## config.mk

```make
export PLATFORM = sky130hd
export DESIGN_NAME = mult_div_unit
export DESIGN_NICKNAME = d
export VERILOG_FILES = /design/src/rtl/mult_div_pkg.sv /design/src/rtl/md_sign_fix.sv /design/src/rtl/mult_div_unit.sv
export SDC_FILE = /design/constraint.sdc
export NUM_CORES = 1
export LEC_CHECK = 0
export CAP_MARGIN = 15
export CORE_MARGIN = 5
export CORE_UTILIZATION = 59
export DETAILED_ROUTE_END_ITERATION = 8
export GPL_TIMING_DRIVEN = 0
export MAX_ROUTING_LAYER = met4
export PLACE_DENSITY = 0.87
export SLEW_MARGIN = 20
export SYNTH_ARGS = -nofsm -noshare
export SYNTH_HDL_FRONTEND = slang
export SYNTH_SLANG_ARGS = --single-unit
```

## constraint.sdc

```tcl
create_clock -name clk -period 4.39 [get_ports clk]
set_input_delay 0.439 -clock clk [delete_from_list [all_inputs] [get_ports clk]]
set_output_delay 0.439 -clock clk [all_outputs]
set_load 0.03 [all_outputs]
```

## src/rtl/mult_div_pkg.sv

```systemverilog
// Shared definitions for the iterative multiply/divide unit: operation
// encodings, controller states and WIDTH-independent constants.
package mult_div_pkg;

    localparam logic [1:0] OP_MULT  = 2'b00;
    localparam logic [1:0] OP_DIV   = 2'b01;
    localparam logic [1:0] OP_MULTU = 2'b10;
    localparam logic [1:0] OP_DIVU  = 2'b11;

    // op[0] selects divide, op[1] selects the unsigned variant
    localparam int OP_DIV_BIT = 0;
    localparam int OP_UNS_BIT = 1;

    typedef enum logic [1:0] {
        IDLE = 2'd0,
        RUN  = 2'd1,
        FIX  = 2'd2
    } state_e;

endpackage

```

## src/rtl/md_sign_fix.sv

```systemverilog
// Conditional two's-complement negate. Used both to take operand magnitudes
// and to restore the sign of quotient, remainder and product.
module md_sign_fix #(
    parameter int WIDTH = 32
) (
    input  logic [WIDTH-1:0] val_i,
    input  logic             neg_i,
    output logic [WIDTH-1:0] res_o
);

    // negate when requested, pass through otherwise
    always_comb begin
        res_o = neg_i ? ((~val_i) + {{(WIDTH-1){1'b0}}, 1'b1}) : val_i;
    end

endmodule

```

## src/rtl/mult_div_unit.sv

```systemverilog
// Iterative multiply/divide unit feeding the CPU HI/LO registers.
// One shared 2*WIDTH working register does shift-add multiply or restoring
// shift-subtract divide on operand magnitudes; signs are restored in FIX.
// Optional macro MULT_DIV_UNSIGNED_EN enables MULTU/DIVU (op[1]=1); without
// it op[1] is ignored and every op is treated as signed.
//
// state | meaning
// IDLE  | waiting for start; rejects divide-by-zero here
// RUN   | one multiply/divide iteration per clock, WIDTH iterations
// FIX   | sign correction, HI/LO write, done pulse
module mult_div_unit
    import mult_div_pkg::*;
#(
    parameter int WIDTH = 32
) (
    input  logic             clk,
    input  logic             reset,
    input  logic             start,
    input  logic [1:0]       op,
    input  logic [WIDTH-1:0] a,
    input  logic [WIDTH-1:0] b,
    output logic             busy,
    output logic             done,
    output logic             div_zero,
    output logic [WIDTH-1:0] hi,
    output logic [WIDTH-1:0] lo
);

    localparam int               CNT_W     = $clog2(WIDTH + 1);
    localparam logic [CNT_W-1:0] LAST_ITER = CNT_W'(WIDTH - 1);

    state_e             state_q, state_d;
    logic               is_div_q, is_div_d;
    logic               neg_lo_q, neg_lo_d;   // quotient / product negative
    logic               neg_hi_q, neg_hi_d;   // remainder negative
    logic [CNT_W-1:0]   cnt_q, cnt_d;
    logic [WIDTH-1:0]   dvsr_q, dvsr_d;       // multiplier or divisor magnitude
    logic [2*WIDTH-1:0] work_q, work_d;       // {rem, quo} or product
    logic [WIDTH-1:0]   hi_q, hi_d;
    logic [WIDTH-1:0]   lo_q, lo_d;
    logic               done_q, done_d;
    logic               dz_q, dz_d;

    logic               op_div;
    logic               op_signed;
    logic [WIDTH-1:0]   a_mag, b_mag;
    logic [WIDTH:0]     mult_sum;
    logic [WIDTH:0]     div_trial;
    logic [WIDTH-1:0]   div_diff;
    logic               div_ge;
    logic [2*WIDTH-1:0] mult_next, div_next;
    logic [2*WIDTH-1:0] prod_fix;
    logic [WIDTH-1:0]   quo_fix, rem_fix;

    assign op_div = op[OP_DIV_BIT];

`ifdef MULT_DIV_UNSIGNED_EN
    assign op_signed = ~op[OP_UNS_BIT];
`else
    logic unused_op_uns;
    assign op_signed     = 1'b1;
    assign unused_op_uns = op[OP_UNS_BIT];
`endif

    md_sign_fix #(.WIDTH(WIDTH)) u_abs_a (
        .val_i (a),
        .neg_i (op_signed & a[WIDTH-1]),
        .res_o (a_mag)
    );

    md_sign_fix #(.WIDTH(WIDTH)) u_abs_b (
        .val_i (b),
        .neg_i (op_signed & b[WIDTH-1]),
        .res_o (b_mag)
    );

    md_sign_fix #(.WIDTH(WIDTH)) u_fix_quo (
        .val_i (work_q[WIDTH-1:0]),
        .neg_i (neg_lo_q),
        .res_o (quo_fix)
    );

    md_sign_fix #(.WIDTH(WIDTH)) u_fix_rem (
        .val_i (work_q[2*WIDTH-1:WIDTH]),
        .neg_i (neg_hi_q),
        .res_o (rem_fix)
    );

    md_sign_fix #(.WIDTH(2*WIDTH)) u_fix_prod (
        .val_i (work_q),
        .neg_i (neg_lo_q),
        .res_o (prod_fix)
    );

    // single iteration step for both operations; the upper half of the
    // product and the partial remainder share work_q[2W-1:W]
    always_comb begin
        mult_sum  = {1'b0, work_q[2*WIDTH-1:WIDTH]}
                  + (work_q[0] ? {1'b0, dvsr_q} : {(WIDTH+1){1'b0}});
        mult_next = {mult_sum, work_q[WIDTH-1:1]};
        div_trial = {work_q[2*WIDTH-1:WIDTH], work_q[WIDTH-1]};
        div_ge    = (div_trial >= {1'b0, dvsr_q});
        // only used when div_ge, where the true difference fits in WIDTH bits
        div_diff  = div_trial[WIDTH-1:0] - dvsr_q;
        div_next  = {(div_ge ? div_diff : div_trial[WIDTH-1:0]),
                     work_q[WIDTH-2:0], div_ge};
    end

    // next-state and register updates for the controller
    always_comb begin
        state_d  = state_q;
        is_div_d = is_div_q;
        neg_lo_d = neg_lo_q;
        neg_hi_d = neg_hi_q;
        cnt_d    = cnt_q;
        dvsr_d   = dvsr_q;
        work_d   = work_q;
        hi_d     = hi_q;
        lo_d     = lo_q;
        done_d   = 1'b0;
        dz_d     = 1'b0;
        unique case (state_q)
            IDLE: begin
                if (start) begin
                    if (op_div && (b == '0)) begin
                        dz_d = 1'b1;
                    end else begin
                        is_div_d = op_div;
                        neg_lo_d = op_signed & (a[WIDTH-1] ^ b[WIDTH-1]);
                        neg_hi_d = op_signed & a[WIDTH-1];
                        cnt_d    = '0;
                        dvsr_d   = b_mag;
                        work_d   = {{WIDTH{1'b0}}, a_mag};
                        state_d  = RUN;
                    end
                end
            end
            RUN: begin
                work_d = is_div_q ? div_next : mult_next;
                cnt_d  = cnt_q + CNT_W'(1);
                if (cnt_q == LAST_ITER) begin
                    state_d = FIX;
                end
            end
            FIX: begin
                hi_d    = is_div_q ? rem_fix : prod_fix[2*WIDTH-1:WIDTH];
                lo_d    = is_div_q ? quo_fix : prod_fix[WIDTH-1:0];
                done_d  = 1'b1;
                state_d = IDLE;
            end
            default: begin
                state_d = IDLE;
            end
        endcase
    end

    // state and datapath registers with synchronous reset
    always_ff @(posedge clk) begin
        if (reset) begin
            state_q  <= IDLE;
            is_div_q <= 1'b0;
            neg_lo_q <= 1'b0;
            neg_hi_q <= 1'b0;
            cnt_q    <= '0;
            dvsr_q   <= '0;
            work_q   <= '0;
            hi_q     <= '0;
            lo_q     <= '0;
            done_q   <= 1'b0;
            dz_q     <= 1'b0;
        end else begin
            state_q  <= state_d;
            is_div_q <= is_div_d;
            neg_lo_q <= neg_lo_d;
            neg_hi_q <= neg_hi_d;
            cnt_q    <= cnt_d;
            dvsr_q   <= dvsr_d;
            work_q   <= work_d;
            hi_q     <= hi_d;
            lo_q     <= lo_d;
            done_q   <= done_d;
            dz_q     <= dz_d;
        end
    end

    assign busy     = (state_q != IDLE);
    assign done     = done_q;
    assign div_zero = dz_q;
    assign hi       = hi_q;
    assign lo       = lo_q;

endmodule

```

### Word-level counts from Yosys, hierarchy flattened

Index checks and enable logic that the tools add are counted.
W data, S select, Z words.

| cells by class | value |
|---|---|
| reductions and logical operators | 9 |
| $lt $le $gt $ge | 1 |
| multiplexer cells | 22 |
| bitwise gates (word level) | 9 |
| equal/unequal tests | 6 |
| $add $sub $neg | 8 |

Operator list:

| cell | count |
|---|---|
| $mux W32 | 8 |
| $mux W64 | 4 |
| $add A32 B1 Y32 const B | 4 |
| $not A32 Y32 | 4 |
| $pmux W64 S2 | 1 |
| $add A64 B1 Y64 const B | 1 |
| $not A64 Y64 | 1 |
| $add A32 B32 Y33 | 1 |
| $ge A33 B32 Y1 | 1 |
| $logic_not A32 Y1 | 1 |
| $sub A32 B32 Y32 | 1 |
| $mux W6 | 2 |
| $pmux W6 S2 | 1 |
| $reduce_and A3 Y1 | 3 |
| $add A6 B1 Y6 const B | 1 |
| $eq A6 B5 Y1 const B | 1 |
| $mux W2 | 3 |
| $ne A2 B2 Y1 const B | 3 |
| $pmux W2 S2 | 1 |
| $reduce_bool A2 Y1 | 2 |
| $not A1 Y1 | 3 |
| $reduce_or A3 Y1 | 1 |
| $eq A2 B1 Y1 const B | 1 |
| $eq A2 B2 Y1 const B | 1 |
| 4 further kinds | 5 |

| storage, ports and cells | value |
|---|---|
| output and inout bits | 67 |
| input port bits | 69 |
| register bits | 173 |

### Logic depth before layout (Yosys ltp)

Gate-level depths: netlist (run 1).

| depth | value |
|---|---|
| depth after elaboration | 6 |
| gate-level depth with buffers | 14 |
| depth with buffers taken out | 13 |

### Cells and area by module

Synthesis (run 1) repeated with hierarchy kept, for this count alone.

| unflattened totals | value |
|---|---|
| cell total of the unflattened synthesis | 1988 |
| area total of the unflattened synthesis | 15838.9 µm² |

By module, submodules not included:

| module | times used | area each (µm²) | cells an instance | sequential area each (µm²) |
|---|---|---|---|---|
| mult_div_unit | 1 | 11200.7 | 1395 | 3463.3 |
| md_sign_fix (u_abs_a ...) | 4 | 777.0 | 99 | 0.0 |
| md_sign_fix (u_fix_prod) | 1 | 1530.2 | 197 | 0.0 |

### Worst setup path before layout (run 1)

OpenSTA, ideal clock, no wires.

| path | value |
|---|---|
| path kind | register to register |
| start | register dvsr_q[22] |
| end | register work_q[59] |
| cell stages (with the launch flop) | 13 |
| setup time | 0.122 ns |
| path buffers | 3 |
| period minus slack after synthesis | 3.455 ns |
| data arrival time | 3.333 ns |
| setup slack | 0.935 ns |
| path through | dfxtp_1 inv_1 ha_1 clkbuf_1 nand3_1 nor4_1 nand2_1 or4b_2 clkbuf_1 nand2_1 clkbuf_1 a31oi_1 a221o_1 |

| on the way | value |
|---|---|
| longest elaborated chain between the ends | 4 |

Ends and longest elaborated chain:

| what | line | RTL |
|---|---|---|
| start, declared | mult_div_unit.sv:37 | `logic [WIDTH-1:0] dvsr_q, dvsr_d;` |
| start signal, assigned | mult_div_unit.sv:177 | `dvsr_q <= dvsr_d;` |
| $mux W32, or another cell as far along | mult_div_unit.sv:99 | `+ (work_q[0] ? {1'b0, dvsr_q} : {(WIDTH+1){1'b0}});` |
| $add A32 B32 Y33 / $mux W32 (equally long branches) | mult_div_unit.sv:99, mult_div_unit.sv:105 |  |
| $mux W64 (*) | mult_div_unit.sv:139 | `work_d = is_div_q ? div_next : mult_next;` |
| $pmux W64 S2 (*) | mult_div_unit.sv:122 | `unique case (state_q)` |
| end signal, assigned | mult_div_unit.sv:178 | `work_q <= work_d;` |
| end, declared | mult_div_unit.sv:38 | `logic [2*WIDTH-1:0] work_q, work_d;` |

Every way passes the cells marked *; elsewhere a longest branch is shown, timed or not.
A chain may end at the register's enable or synchronous reset.

### Worst setup path after layout (run 1)

| path | value |
|---|---|
| start | input port b[19] |
| end | register work_q[29] |

| on the way | value |
|---|---|
| longest elaborated chain between the ends | 4 |

Ends and longest elaborated chain:

| what | line | RTL |
|---|---|---|
| start, declared | mult_div_unit.sv:21 | `input logic [WIDTH-1:0] b,` |
| $logic_not A32 Y1 | mult_div_unit.sv:125 | `if (op_div && (b == '0)) begin` |
| $logic_and A1 B1 Y1 | mult_div_unit.sv:125 |  |
| $ne A2 B2 Y1 (no source line) | -- |  |
| $reduce_and A3 Y1 (no source line) | -- |  |

Every way passes these cells.

==> key figures, run 1 <==
Setup path
  – CP endpoint kind: register
  – CP Launch Type: input pin
  – Worst Path Max Fanout: 10
  – Req. time, crit path: about 4.7 ns
  – WS Path Type: input pin to register
  – WP data arrival: 4.47 ns

STA
  – Final hold slack: about 0.45 ns
  – Final hold viol count: 0
  – Final WS setup: approximately 0.23 ns
  – Period utilization: 94.66%
  – Setup violators final: 0
  – RSZ-0062 raised after global routing: no
  – Max-slew violation count: 0
  – Fin Setup TNS: 0 ns
  – Achievable frequency: 0.2406 GHz
  – Min Tclk post-route: 4.155 ns
  – Slew @ Worst Pin: 0.9477 ns
  – Max transition margin: between 30% and 40%
  – Setup Skew: 0.02170 ns

Route
  – Routed Antenna Nets: 0
  – Met3 Wirelength: 5549 µm
  – DR iter-0 viols: between 1500 and 2000
  – Drt drc: 0
  – Wire length on met1: 20930 µm
  – Via/cell ratio: 6.558
  – Vias: 14866
  – WL met2: 21780 µm
  – Routed WL per cell: approximately 22 µm
  – DR top layer: met4
  – Pre-Repair DR Iteration Count: 6
  – Drt total wl: 49350 µm

Placement
  – Worst slack, placed: -0.4447 ns
  – IO buf count: 132
  – Cell count after placement: around 2200
  – Placed cell area: 0.01531 mm²
  – DP Wirelength: 38890 µm
  – Placer congestion estimate: 1.004

Clock network
  – H-tree levels: 4
  – CTS root buf: clkbuf_16
  – Max clock buf depth: 2
  – Worst-path clk slew: 0.08 ns
  – Total CTS buffers: 17
  – Clk_lat worst skew: 0.46 ns
  – Cts hold-fix bufs: 0
  – CTS tree: done
  – Number of clock sinks: 173
  – Setup bufs post-CTS: 0

Cells and area
  – Nets@finish: 2109
  – Register area: about 0.0035 mm²
  – Multi-input gate area: around 0.0095 mm²
  – Non-filler cells, final: 2267
  – Fillcell total: 1898
  – Finished Core Util: 70.27%
  – # diodes: 0
  – Final instance area: ~0.016 mm²
  – Share of cells above drive strength 1: 3.835%
  – Area delta synth->final: 17.13%

Job
  – Max Cap Viol: 0

Run status
  – Status: finished, final reports clean

Logic synthesis
  – Synth Area in Simple Gates: approximately a fifth
  – Post-Syn Instances: 1817
  – Largest family of logic cells by synthesized area: compound AO/OA/AOI/OAI gates
  – Syn Nets: slightly below 2000
  – Post-synthesis adder-cell area fraction: 6.631%
  – Post-synth EDFFs: 0
  – Complex-gate fraction of the synthesized area: 27.81%
  – Async S/R FF share, synth: 0%
  – Synth cell types: 73
  – Post-synthesis sequential area ratio: 25.42%
  – Yosys reg bits: 173
  – Synth warnings: 0
  – Commonest register cell after synthesis: dfxtp_1
  – XOR/XNOR Fraction of Synth Area: a little over a tenth
  – Post-synthesis mux area share: 3.040%
  – Syn avg cell area: 7.498 µm²
  – Synthesized area: 0.01362 mm²

Floorplan
  – Die X: 162.0 µm
  – Starting Density: ~60%
  – Placeable Area: 0.02271 mm²
  – Die height: 162.0 µm
  – Row count: 55
  – DIE AREA: 0.02623 mm²
  – # IOs: 136

GRT
  – Total grt overflow: 0
  – Vias in the first global route: between 10000 and 15000
  – Largest net degree at the start of global routing: 19
  – Initial antenna violation count: 0
  – First-pass GRT wire length: 76820 µm
  – GR Util All Layers: 37.57%

Power and ir drop
  – Leakage power: between 6 and 7 nW
  – PD cells: 286.2 mW/mm²
  – Total Power: ~4.6 mW
  – Peak supply drop: 0.1945 mV

Hold path
  – Min-Delay Path Class: register to register
==> logic make-up after synthesis <==
| logic type | Yosys count |
|---|---|
| xor gates and xnor gates | 164 |
| adders and majority gates | 71 |
| AOI/OAI and AO/OA | 576 |
| buffers and inverters | 188 |
| and+or+nand+nor | 604 |
| DFF | 173 |
| muxes | 41 |
==> state kept, by name (all words and copies together), names as in the netlist <==
name and count:
cnt_q 6, hi 32, lo 32, state_q 2
is_div_q 1, div_zero 1, neg_hi_q 1, neg_lo_q 1
done 1, work_q 64, dvsr_q 32
==> area by class of cell <==
| class | instances | area share [%] |
|---|---|---|
| multi-input cells | 1456 | 59.41 |
| flip-flops and latches | 173 | 21.71 |
| repair buffers | 133 | 8.327 |
| plain buffers | 128 | 3.152 |
| clock buffers | 17 | 2.666 |
| well taps | 285 | 2.235 |
| inverters | 60 | 1.411 |
| clock inverters | 15 | 1.090 |
==> Yosys cell counts (5+ instances only) <==
master | number | area (µm²)
a211oi_1 | 128 | 960.9
xor2_1 | 110 | 963.4
nand2b_1 | 15 | 93.84
o21bai_1 | 7 | 52.55
nor4_1 | 19 | 118.9
o21a_1 | 11 | 82.58
a31oi_1 | 17 | 106.4
buf_1 | 8 | 30.03
nor2b_1 | 16 | 100.1
a21boi_0 | 5 | 37.54
o21ai_0 | 117 | 585.6
and2_1 | 20 | 125.1
mux2i_1 | 38 | 380.4
nor2_1 | 215 | 807.0
a21o_1 | 30 | 225.2
a221o_1 | 8 | 80.08
buf_2 | 8 | 40.04
or2_2 | 11 | 68.82
nand3_1 | 38 | 190.2
a22oi_1 | 15 | 112.6
or4_1 | 16 | 120.1
dfxtp_1 | 173 | 3463
and3_1 | 12 | 75.07
nor3_1 | 43 | 215.2
o221ai_1 | 6 | 52.55
xnor2_1 | 54 | 473.0
a21oi_1 | 135 | 675.7
ha_1 | 69 | 863.3
inv_1 | 58 | 217.7
or3_1 | 29 | 181.4
o41ai_1 | 18 | 157.7
nand2_1 | 127 | 476.7
nand4_1 | 18 | 112.6
clkbuf_1 | 111 | 416.7
nand3b_1 | 8 | 60.06
o211ai_1 | 14 | 105.1
o31a_1 | 5 | 43.79
o31ai_1 | 29 | 217.7
==> power by group <==
group          switching [mW]  total [mW]  internal (mW)
Sequential             0.0814        1.71           1.63
Clock                   0.776        1.59          0.816
Combinational           0.790        1.26          0.470
Total                    1.65        4.57           2.92
==> worst paths after layout <==
| check | depth (start not counted) | from | slack, ns | endpoint |
|---|---|---|---|---|
| worst min-delay path | 2 | hi[16] | 0.45 | hi[16] |
| worst max-delay path | 10 | b[19] | 0.23 | work_q[29] |
| worst max register to register | 14 | work_q[0] | 0.24 | work_q[59] |
| worst min register to register | 2 | hi[16] | 0.45 | hi[16] |
==> cells in the final DEF (no fill, tap or decap), types with 11 or more instances in the layout <==
cell and instances:
a211oi_1 128, a21o_1 30, a21oi_1 134, a22oi_1 15
a31oi_1 17, and2_1 20, and3_1 12, clkbuf_1 107
clkbuf_16 17, clkdlybuf4s50_1 132, dfxtp_1 172, ha_1 69
inv_1 58, mux2i_1 38, nand2_1 127, nand2b_1 15
nand3_1 38, nand4_1 18, nor2_1 215, nor2b_1 16
nor3_1 42, nor4_1 18, o211ai_1 14, o21a_1 11
o21ai_0 116, o31ai_1 27, o41ai_1 18, or2_2 11
or3_1 29, or4_1 16, xnor2_1 54, xor2_1 110
==> what timing repair did <==
action / 4_1_cts / 5_1_grt
resized for setup: 3 / 13
setup endpoints to repair: 5 / 21
pin swaps: 0 / 1
==> layer usage <==
metal  vias up  GRT usage (%)
met4         0          8.689
met5         -              -
met3        93          7.917
li1       6944              -
met1      6979          51.34
met2       850          57.50
==> worst max-delay path, cell delays in order <==
cell and delay, ns:
clkdlybuf4s50_1 0.47, or4_1 0.59, or4_1 0.48, or3_1 0.40, or4_1 0.61, o31ai_2 0.67
clkbuf_1 0.45, a211oi_1 0.10, a21oi_1 0.19, nor2_1 0.07
(Power assumes the default switching activity.)
==> run 2, diff against run 1 <==
--- a/config.mk
+++ b/config.mk
@@ -8,11 +8,11 @@
 export CAP_MARGIN = 15
 export CORE_MARGIN = 5
 export CORE_UTILIZATION = 59
+export CTS_CLUSTER_DIAMETER = 120
 export DETAILED_ROUTE_END_ITERATION = 8
 export GPL_TIMING_DRIVEN = 0
 export MAX_ROUTING_LAYER = met4
 export PLACE_DENSITY = 0.87
-export SLEW_MARGIN = 20
 export SYNTH_ARGS = -nofsm -noshare
 export SYNTH_HDL_FRONTEND = slang
 export SYNTH_SLANG_ARGS = --single-unit
==> key figures, run 2 (same netlist as run 1, synthesis figures left out) <==
Placement
  – DP Wirelength: 38830 µm (-0.17%)
  – IO buf count: 132 (unchanged)
  – Placer congestion estimate: 1.004 (unchanged)
  – Cell count after placement: 2234 (-0.045%)
  – Placed cell area: 0.01531 mm² (about the same)

Clock network
  – CTS tree: done
  – Clk_lat worst skew: 0.45 ns (about the same)
  – Setup bufs post-CTS: 0 (unchanged)
  – Cts hold-fix bufs: 0 (unchanged)
  – Total CTS buffers: 17 (unchanged)
  – Number of clock sinks: 173 (unchanged)
  – Max clock buf depth: 2 (unchanged)
  – CTS root buf: clkbuf_16
  – H-tree levels: 4 (unchanged)
  – Worst-path clk slew: 0.08 ns (about the same)
  – Post-CTS Resized: 4 (+1)

Route
  – Routed Antenna Nets: 0 (unchanged)
  – Pre-Repair DR Iteration Count: 9 (+3)
  – Drt total wl: 49220 µm (-0.27%)
  – Drt drc: 1 (+1)
  – Routed WL per cell: 21.72 µm (-0.23%)
  – DR iter-0 viols: 1852 (+13%)
  – Via/cell ratio: 6.554 (about the same)
  – Vias: 14852 (-0.094%)

Cells and area
  – Most common cell after layout, fill and taps aside: nor2_1
  – Max reg flops: 64 (unchanged)
  – Share of cells above drive strength 1: 3.685% (-0.15 points)
  – Fillcell total: 1960 (+3.3%)
  – Commonest non-fill, non-tap cells in the layout: nor2_1, dfxtp_1, a21oi_1
  – Most flops, register: work_q
  – Nets@finish: 2108 (-0.047%)
  – Finished Core Util: 70.24% (about the same)
  – Area delta synth->final: 17.07% (about the same)
  – Non-filler cells, final: 2266 (-0.044%)
  – Final instance area: 0.01595 mm² (about the same)
  – # diodes: 0 (unchanged)

STA
  – Period utilization: 95.59% (+0.93 points)
  – Max transition margin: 34.83% (-1.5 points)
  – Setup Skew: 0.01897 ns (-0.002732 ns)
  – Achievable frequency: 0.2383 GHz (-0.97%)
  – Final hold viol count: 0 (unchanged)
  – RSZ-0062 raised after global routing: no
  – Slew @ Worst Pin: 0.9722 ns (+0.02452 ns)
  – Setup violators final: 0 (unchanged)
  – Max-slew violation count: 0 (unchanged)
  – Min Tclk post-route: 4.196 ns (+0.04073 ns)
  – Fin Setup TNS: 0 ns (unchanged)

Power and ir drop
  – Sw Pwr: 1.641 mW (-0.43%)
  – Seq pwr share: 37.4% (about the same)
  – P_int: 2.937 mW (+0.60%)
  – Combinational fraction of design power: 27.5% (about the same)
  – Clock Power Share: 35.1% (+0.2 points)
  – Switching share of total power: 35.84% (-0.24 points)
  – PD cells: 287.0 mW/mm² (+0.27%)
  – Leakage power: 6.083 nW (about the same)
  – Peak supply drop: 0.1826 mV (-6.1%)

Run status
  – Status: finished, violations left
  – Failing checks: design-rule violations

Setup path
  – R2R Setup Slk: 0.19 ns (-0.05 ns)
  – CP Buf/Inv Count: 3 (+1)
  – Cell class contributing the biggest share of worst-path delay: compound AO/OA/AOI/OAI gates
  – Crit path from: work_q[0]
  – CP max-delay cell: a311oi_4
  – R2R cell count: 14 (unchanged)
  – Worst Path Max Fanout: 10 (unchanged)
  – CP Launch Type: register
  – WP data arrival: 4.53 ns (+0.06 ns)
  – Req. time, crit path: 4.72 ns (+0.02 ns)
  – CP max stage delay: 0.48 ns (-0.19 ns)
  – R2r startpoint: work_q[0]
  – WS Path Type: register to register
  – Crit-path cells: inv_1, clkbuf_2, nor2_1, ha_1, clkbuf_1, a21oi_1, o221ai_1, a21o_1, or2_2, a311oi_4, o21ai_0, a41oi_1, xnor2_1, a221o_1
  – Worst R2R End: work_q[59]
  – CP endpoint kind: register

Floorplan
  – Placeable Area: 0.02271 mm² (unchanged)
  – DIE AREA: 0.02623 mm² (unchanged)
  – Die X: 162.0 µm (unchanged)
  – Row count: 55 (unchanged)
  – Starting Density: 59.99% (unchanged)
  – # IOs: 136 (unchanged)
  – Die height: 162.0 µm (unchanged)

GRT
  – Largest net degree at the start of global routing: 19 (unchanged)
  – GR Util All Layers: 37.51% (-0.065 points)
  – Initial antenna violation count: 0 (unchanged)
  – First-pass GRT wire length: 76690 µm (-0.16%)
  – Total grt overflow: 0 (unchanged)
  – Vias in the first global route: 13802 (+0.32%)

Hold path
  – Min-Delay Path Class: register to register
  – Hold Crit Start: hi[16]
  – Worst min-delay path endpoint: hi[16]
  – Cells on Worst Hold Path: 2 (unchanged)

Job
  – Max Cap Viol: 0 (unchanged)
==> run 2: cell count changes in the layout (fill, tap and decap cells not counted), sizes merged <==
cell / previous run / this run
inv: 66 / 67
buf: 18 / 17
clkinv: 8 / 6
clkbuf: 128 / 129
==> run 2: power by group through the flow <==
stage                     Sequential (mW)  Clock [mW]  Combinational, mW
after CTS                            1.71        1.60               1.22
final                                1.71        1.60               1.26
after global placement               1.74           0               1.19
after detailed placement             1.74           0               1.21
after global routing                 1.72        1.67               1.37
after floorplan                      1.71           0              0.853
==> run 2: layout make-up <==
cell class | count | area [µm²] | area share [%]
multi-input cells | 1456 | 9472 | 59.38
flip-flops and latches | 173 | 3465 | 21.72
repair buffers | 132 | 1321 | 8.284
plain buffers | 128 | 503.0 | 3.153
clock buffers | 18 | 439.2 | 2.753
well taps | 285 | 356.6 | 2.236
inverters | 60 | 225.2 | 1.412
clock inverters | 14 | 168.9 | 1.059
==> run 2: metrics by stage <==
stage / power [mW] / worst slack, ns / hold WS (ns)
after floorplan: 2.566 / 0.9348 / 0.4463
after global placement: 2.934 / -0.4839 / 0.4405
after detailed placement: 2.956 / -0.4666 / 0.4460
after CTS: 4.525 / 0.09322 / 0.4556
after global routing: 4.755 / 0.02386 / 0.4696
final: 4.577 / 0.1938 / 0.4528
==> run 2: worst max-delay path by stage <==
stage	to	slack (ns)	cells past startpoint
2_1_floorplan	work_q[59]	0.93	12
6_report	work_q[59]	0.19	14
4_1_cts	work_q[61]	0.09	14
3_5_place_dp	work_q[59]	-0.47	12
5_1_grt	work_q[34]	0.02	12
3_3_place_gp	work_q[59]	-0.48	12
==> run 2: per-layer routing <==
metal  GRT usage, %  up-vias  routed length [µm]
met2          57.36      876               21620
li1               -     6933                   -
met1          52.03     6928               20900
met5              -        -                   0
met4          10.07        0                1292
met3          5.760      115                5412
==> run 2: worst min-delay path: stages, from the launching register on <==
cell and delay, ns:
dfxtp_1 0.31, nand2_1 0.05, a21oi_1 0.05
==> run 3, diff against run 2 <==
--- a/config.mk
+++ b/config.mk
@@ -5,10 +5,10 @@
 export SDC_FILE = /design/constraint.sdc
 export NUM_CORES = 1
 export LEC_CHECK = 0
-export CAP_MARGIN = 15
+export CAP_MARGIN = 20
 export CORE_MARGIN = 5
 export CORE_UTILIZATION = 59
-export CTS_CLUSTER_DIAMETER = 120
+export CTS_CLUSTER_DIAMETER = 50
 export DETAILED_ROUTE_END_ITERATION = 8
 export GPL_TIMING_DRIVEN = 0
 export MAX_ROUTING_LAYER = met4
==> results of run 3 <==
The final DEF is identical to that of run 2; final timing and power are the same.
